### src/rtl/adc_pkg.sv
// Shared types and constants for the ADC sample sequencer.
package adc_pkg;

  localparam int         ADC_W      = 12;
  localparam logic [6:0] CNT20_DONE = 7'd22;
  localparam int         CNT_W      = 16;

  typedef enum logic [1:0] {
    ST_IDLE    = 2'd0,
    ST_RESTART = 2'd1,
    ST_CONVERT = 2'd2,
    ST_CAPTURE = 2'd3
  } seq_state_t;

endpackage

### src/rtl/sample_fifo.sv
// First-word-fall-through FIFO with synchronous active-low reset; head is always on rd_data.
module sample_fifo #(
  parameter int WIDTH = 12,
  parameter int DEPTH = 16
) (
  input  logic             clk,
  input  logic             rst,
  input  logic             wr_en,
  input  logic [WIDTH-1:0] wr_data,
  input  logic             rd_en,
  output logic [WIDTH-1:0] rd_data,
  output logic             full,
  output logic             empty
);

  localparam int AW = $clog2(DEPTH);
  localparam int CW = AW + 1;
  localparam logic [CW-1:0] FULL_CNT = CW'(DEPTH);

  logic [WIDTH-1:0] mem_r [DEPTH];
  logic [AW-1:0]    wr_ptr_r;
  logic [AW-1:0]    rd_ptr_r;
  logic [CW-1:0]    cnt_r;
  logic             push_s;
  logic             pop_s;

  assign full    = (cnt_r == FULL_CNT);
  assign empty   = (cnt_r == {CW{1'b0}});
  assign push_s  = wr_en && !full;
  assign pop_s   = rd_en && !empty;
  assign rd_data = mem_r[rd_ptr_r];

  // Storage, pointers and occupancy; memory is cleared so the head reads zero after reset
  always_ff @(posedge clk) begin
    if (!rst) begin
      wr_ptr_r <= {AW{1'b0}};
      rd_ptr_r <= {AW{1'b0}};
      cnt_r    <= {CW{1'b0}};
      for (int i = 0; i < DEPTH; i++) begin
        mem_r[i] <= {WIDTH{1'b0}};
      end
    end else begin
      if (push_s) begin
        mem_r[wr_ptr_r] <= wr_data;
        wr_ptr_r        <= wr_ptr_r + AW'(1);
      end
      if (pop_s) begin
        rd_ptr_r <= rd_ptr_r + AW'(1);
      end
      case ({push_s, pop_s})
        2'b10:   cnt_r <= cnt_r + CW'(1);
        2'b01:   cnt_r <= cnt_r - CW'(1);
        default: cnt_r <= cnt_r;
      endcase
    end
  end

endmodule

### src/rtl/adc_sample_sequencer.sv
// Re-arms the ADC reader at a fixed rate, captures each finished sample into a FWFT FIFO.
// Build option SAMPLE_AVG_EN: write the average of the last four samples instead of the raw one.
module adc_sample_sequencer
  import adc_pkg::*;
#(
  parameter int DEPTH         = 16,
  parameter int SAMPLE_PERIOD = 50000,
  parameter int RST_CYCLES    = 4,
  parameter int TIMEOUT       = 12000
) (
  input  logic             clk,
  input  logic             rst,
  input  logic             enable,
  output logic             adc_rst,
  input  logic [6:0]       cnt20,
  input  logic [ADC_W-1:0] sample,
  output logic             out_valid,
  input  logic             out_ready,
  output logic [ADC_W-1:0] out_data,
  output logic             overflow,
  output logic             timeout_err,
  output logic [CNT_W-1:0] sample_count
);

  localparam int TMR_MAX = (TIMEOUT > RST_CYCLES) ? TIMEOUT : RST_CYCLES;
  localparam int TMR_W   = $clog2(TMR_MAX + 1);
  localparam int PER_W   = $clog2(SAMPLE_PERIOD + 1);
  localparam logic [PER_W-1:0] PER_LAST = PER_W'(SAMPLE_PERIOD - 1);
  localparam logic [TMR_W-1:0] RST_LAST = TMR_W'(RST_CYCLES - 1);
  localparam logic [TMR_W-1:0] TO_LAST  = TMR_W'(TIMEOUT - 1);

  seq_state_t       state_r;
  seq_state_t       state_s;
  logic [PER_W-1:0] per_r;
  logic [TMR_W-1:0] tmr_r;
  logic             tick_s;
  logic             timeout_hit_s;
  logic             capture_s;
  logic             adc_rst_r;
  logic             timeout_r;
  logic             overflow_r;
  logic [CNT_W-1:0] count_r;
  logic             wr_en_s;
  logic             drop_s;
  logic [ADC_W-1:0] wr_data_s;
  logic             full_s;
  logic             empty_s;

  assign tick_s    = enable && (per_r == PER_LAST);
  assign capture_s = (state_r == ST_CAPTURE);

  // Free-running period counter, parked at zero while starts are not permitted
  always_ff @(posedge clk) begin
    if (!rst) begin
      per_r <= {PER_W{1'b0}};
    end else if (!enable || (per_r == PER_LAST)) begin
      per_r <= {PER_W{1'b0}};
    end else begin
      per_r <= per_r + PER_W'(1);
    end
  end

  // Next-state decode; a tick seen outside IDLE is simply dropped
  always_comb begin
    state_s       = state_r;
    timeout_hit_s = 1'b0;
    case (state_r)
      ST_IDLE: begin
        if (tick_s) state_s = ST_RESTART;
        else        state_s = ST_IDLE;
      end
      ST_RESTART: begin
        if (tmr_r == RST_LAST) state_s = ST_CONVERT;
        else                   state_s = ST_RESTART;
      end
      ST_CONVERT: begin
        if (cnt20 == CNT20_DONE) begin
          state_s = ST_CAPTURE;
        end else if (tmr_r == TO_LAST) begin
          state_s       = ST_IDLE;
          timeout_hit_s = 1'b1;
        end else begin
          state_s = ST_CONVERT;
        end
      end
      ST_CAPTURE: state_s = ST_IDLE;
      default:    state_s = ST_IDLE;
    endcase
  end

  // State register, per-phase timer and registered reader reset
  always_ff @(posedge clk) begin
    if (!rst) begin
      state_r   <= ST_IDLE;
      tmr_r     <= {TMR_W{1'b0}};
      adc_rst_r <= 1'b0;
      timeout_r <= 1'b0;
    end else begin
      state_r <= state_s;
      if ((state_s != state_r) || (state_r == ST_IDLE)) begin
        tmr_r <= {TMR_W{1'b0}};
      end else begin
        tmr_r <= tmr_r + TMR_W'(1);
      end
      adc_rst_r <= (state_s != ST_RESTART);
      if (timeout_hit_s) begin
        timeout_r <= 1'b1;
      end
    end
  end

`ifdef SAMPLE_AVG_EN
  localparam int SUM_W = ADC_W + 2;

  logic [ADC_W-1:0] hist_r [3];
  logic [1:0]       fill_r;
  logic [SUM_W-1:0] sum_s;
  logic             primed_s;

  assign primed_s  = (fill_r == 2'd3);
  assign sum_s     = SUM_W'(sample) + SUM_W'(hist_r[0]) + SUM_W'(hist_r[1]) + SUM_W'(hist_r[2]);
  assign wr_data_s = ADC_W'(sum_s >> 2);
  assign wr_en_s   = capture_s && primed_s && !full_s;
  assign drop_s    = capture_s && primed_s && full_s;

  // Sample history; nothing is written until three earlier samples exist
  always_ff @(posedge clk) begin
    if (!rst) begin
      hist_r[0] <= {ADC_W{1'b0}};
      hist_r[1] <= {ADC_W{1'b0}};
      hist_r[2] <= {ADC_W{1'b0}};
      fill_r    <= 2'd0;
    end else if (capture_s) begin
      hist_r[0] <= sample;
      hist_r[1] <= hist_r[0];
      hist_r[2] <= hist_r[1];
      if (!primed_s) begin
        fill_r <= fill_r + 2'd1;
      end
    end
  end
`else
  assign wr_data_s = sample;
  assign wr_en_s   = capture_s && !full_s;
  assign drop_s    = capture_s && full_s;
`endif

  // Capture bookkeeping: write counter and sticky drop flag
  always_ff @(posedge clk) begin
    if (!rst) begin
      count_r    <= {CNT_W{1'b0}};
      overflow_r <= 1'b0;
    end else begin
      if (wr_en_s) begin
        count_r <= count_r + CNT_W'(1);
      end
      if (drop_s) begin
        overflow_r <= 1'b1;
      end
    end
  end

  sample_fifo #(
    .WIDTH (ADC_W),
    .DEPTH (DEPTH)
  ) u_fifo (
    .clk     (clk),
    .rst     (rst),
    .wr_en   (wr_en_s),
    .wr_data (wr_data_s),
    .rd_en   (out_ready),
    .rd_data (out_data),
    .full    (full_s),
    .empty   (empty_s)
  );

  assign out_valid    = !empty_s;
  assign adc_rst      = adc_rst_r;
  assign timeout_err  = timeout_r;
  assign overflow     = overflow_r;
  assign sample_count = count_r;

endmodule

### config.mk
export PLATFORM = sky130hd
export DESIGN_NAME = adc_sample_sequencer
export DESIGN_NICKNAME = d
export VERILOG_FILES = /design/src/rtl/adc_pkg.sv /design/src/rtl/sample_fifo.sv /design/src/rtl/adc_sample_sequencer.sv
export SDC_FILE = /design/constraint.sdc
export NUM_CORES = 1
export LEC_CHECK = 0
export ABC_AREA = 1
export CELL_PAD_IN_SITES_DETAIL_PLACEMENT = 0
export CELL_PAD_IN_SITES_GLOBAL_PLACEMENT = 1
export CORE_ASPECT_RATIO = 1.2
export CORE_MARGIN = 2
export CORE_UTILIZATION = 50
export DETAILED_ROUTE_END_ITERATION = 7
export DONT_BUFFER_PORTS = 1
export GPL_ROUTABILITY_DRIVEN = 0
export PLACE_DENSITY_LB_ADDON = 0.08
export SYNTH_ARGS = -nofsm -noshare
export SYNTH_HDL_FRONTEND = slang
export SYNTH_SLANG_ARGS = --single-unit
export TNS_END_PERCENT = 5
### constraint.sdc
create_clock -name clk -period 2.4 [get_ports clk]
set_input_delay 0.24 -clock clk [delete_from_list [all_inputs] [get_ports clk]]
set_output_delay 0.24 -clock clk [all_outputs]
set_load 0.005 [all_outputs]
==> results.toml <==
[run_status]
run_status = "completed"

[critical_path]
crit_fanout = 44
endpoint_kind = "output port"
r2r-end = "u_fifo.cnt_r[4]$_SDFFE_PN0P_"
crit_type = "reg -> out"
r2r_setup_slack_ns = 0.25
regToRegStartpoint = "u_fifo.cnt_r[0]$_SDFFE_PN0P_"
cp.arrival_ns = 2.11
slowest_delay_ns = 0.50
r2r.worst_path.cells = 11
crit_required_ns = 2.16
crit_chain = "buf_16 > mux2i_1 > o21ai_0 > o211ai_1 > nand2_1"
crit_path_top_delay_cell = "dfxtp_4"
critPathLaunchType = "flip-flop"

[cts]
cts_tree = "yes"
cts_sinks = 260
path_clk_slew_ns = 0.06
htree_levels = 1
clkLatencyLatePin_ns = 0.53
clock-root-buffer = "clkbuf_16"
cts_buffers = 26
cts.path.max_buffers = 3

[finish]
layout-drive-gt1-share_pct = 11.09
utilization_pct = 55.97
area_delta_synth_final_pct = 9.959
n_fill_cell = 2190
postLayoutCellArea_sq_um = 13370
stdcell_count = 1564
n_antenna_cell = 0
layout.nets = 1262

[min_path]
min_to = "sample_count[10]$_SDFFE_PN0P_"
hold_start = "rst"
whs_path_depth = 2
holdCritPathClass = "in -> reg"

[global_route]
grt_pass1_vias = 8376
grt_max_degree = 45
grt_use_total_pct = 22.86
antenna_found_initial = 0
grt-ovfl-total = 0
grt_pass1_wl_mm = 45.37

[synth]
ys.warnings.count = 0
synth_cell_types = 43
async_flop_share_pct = 0
synthFlopType = "edfxtp_1"
synth_compound_area_share_pct = 9.959
synth_cells = 1225
synth_most_common_cell = "nor2_1"
muxShareOfSynthArea_pct = 3.951
synth_top_area_share_pct = 47.41
synthesis.area_sq_um = 12160
synth_edf_count = 192
ys_seq_area_share_pct = 58.60
synth_area_leader_cell = "edfxtp_1"
synthXorXnorAreaFrac_pct = 1.728
synthAdderAreaFrac_pct = 1.399
synth_top_family_by_area = "simple AND/OR/NAND/NOR gates"
synth_nets = 1261
yosys.area_share.simple_pct = 17.03
synth.area.top_cells = "edfxtp_1, dfxtp_1, nor2_1, mux2i_1, inv_1"
synth_commonest_cells = "nor2_1, edfxtp_1, inv_1"
synth.avg_cell_area_sq_um = 9.928
ys_ff_latch = 260

[timing]
fin_crit_sh_pct = 97.81
final_hold_viol_count = 0
max_freq_ghz = 0.4260
drv_slew = 0
setup_viol = 0
fin_crit_ns = 2.347
timing.hold.ws_ns = 0.04224
fin_ws_ns = 0.05264
worst_pin_slew_ns = 0.8543
setup_tns_ns = 0
relSlewSlack_pct = 42.99
finalClockSkew_ns = 0.009502
rsz0062_at_grt = "true"

[floorplanning]
core_sq_um = 23890
die_w_um = 146.4
die_area_sq_um = 25590
initial_core_util_pct = 50.90
num_rows = 62
io_pins = 55
die_y_um = 174.8

[routing]
dr_total_vias = 8299
firstDrtPassIters = 4
routed_wl_mm = 28.65
routed_via_density = 5.306
drt_iter0_drc = 450
antenna_left = 0
drc = 0
wl_per_cell_um = 18.32

[power_and_ir_drop]
intPower_mw = 8.294
power_density_nw_per_um2 = 890.2
comb_power_share_pct = 24.0
seq_power_share_pct = 43.2
vdd_drop_max_v = 0.0006004
switchingPower_mw = 3.611
total_power_mw = 11.91
clkPwrFrac_pct = 32.8
p_leak_nw = 5.086
swShare_pct = 30.33

[place]
dp_hpwl_mm = 19.32
dp_cells = 1515
dpl_cell_area_sq_um = 12510
pre_cts_ws_ns = 0.09455
place.port_buffers = 0

[run]
maxCapViolCount = 0
layout make-up:
| class | count | area, sq um | share of cell area, % |
|---|---|---|---|
| Sequential cell | 260 | 7132 | 53.33 |
| Multi-Input combinational cell | 769 | 4150 | 31.03 |
| Clock buffer | 36 | 749.5 | 5.604 |
| Inverter | 124 | 470.5 | 3.518 |
| Timing Repair Buffer | 45 | 400.4 | 2.994 |
| Tap cell | 320 | 400.4 | 2.994 |
| Clock inverter | 10 | 70.07 | 0.5240 |
registers in the layout (all words and copies together), names as in the netlist, named ones only:
register and flops:
overflow 1, timeout_err 1, u_fifo.rd_ptr_r 4, u_fifo.cnt_r 5
u_fifo.wr_ptr_r 4, tmr_r 14, u_fifo.mem_r 192, state_r 2
adc_rst 1, per_r 16, sample_count 16
power groups by stage:
stage          clock (mW)  combinational (mW)  sequential (mW)
6_report             3.90                2.85             5.15
5_1_grt              4.17                3.15             5.17
4_1_cts              3.98                2.85             5.14
3_5_place_dp            0                2.78             5.26
3_3_place_gp            0                2.78             5.25
2_1_floorplan           0                1.97             5.15
worst max-delay path: cells and delay by family, from the launching register on:
kind                   cells  cell delay (ns)
multiplexers               1             0.22
buffers and inverters      1             0.26
flip-flops                 1             0.50
AND/OR/NAND/NOR            1             0.19
AO/OA/AOI/OAI              2             0.42
cell families after synthesis:
| logic type | count (synthesis) |
|---|---|
| AOI/OAI and AO/OA | 214 |
| xor gates and xnor gates | 24 |
| adders and majority gates | 13 |
| buffers and inverters | 196 |
| DFF | 260 |
| muxes | 48 |
| and+or+nand+nor | 470 |
worst max path at each step:
stage	start	end
after floorplan	u_fifo.cnt_r[0]$_SDFFE_PN0P_	u_fifo.cnt_r[4]$_SDFFE_PN0P_
after global placement	u_fifo.cnt_r[0]$_SDFFE_PN0P_	u_fifo.cnt_r[4]$_SDFFE_PN0P_
after detailed placement	u_fifo.cnt_r[0]$_SDFFE_PN0P_	u_fifo.cnt_r[4]$_SDFFE_PN0P_
after CTS	flip-flop	out_data[10]
after global routing	flip-flop	out_data[8]
final	flip-flop	out_data[10]
cells in the final DEF, fill, tap and decap left out, types with 4 or more instances in the layout:
cell	instances
clkbuf_16	27
clkbuf_1	5
o211ai_1	48
buf_4	39
edfxtp_1	192
dfxtp_1	66
a21oi_1	79
o21ai_0	78
xnor2_1	7
nor2_2	17
ha_1	11
nor2_1	263
nand2_2	21
nand4_1	9
nor3_1	12
nand2_1	100
nand3_1	32
clkinv_1	5
mux2i_1	48
clkbuf_8	4
inv_1	119
xor2_1	17
clkinv_2	4
what timing repair did:
item | in CTS | in global routing
setup endpoints to repair | 1 | 3
hold endpoints to repair | 19 | 0
pin swaps | 0 | 0
resized for setup | 0 | 4
hold buffers | 2 | 0
buffers inserted | 1 | 0
gates cloned | 0 | 0
layer usage:
metal  share of wire (%)  global-route usage [%]
met1                  40                   27.53
met4                 3.6                   8.333
met5                   0                       0
met2                  52                   41.57
met3                 4.7                   3.446
Power figures use the tool's default switching activity.
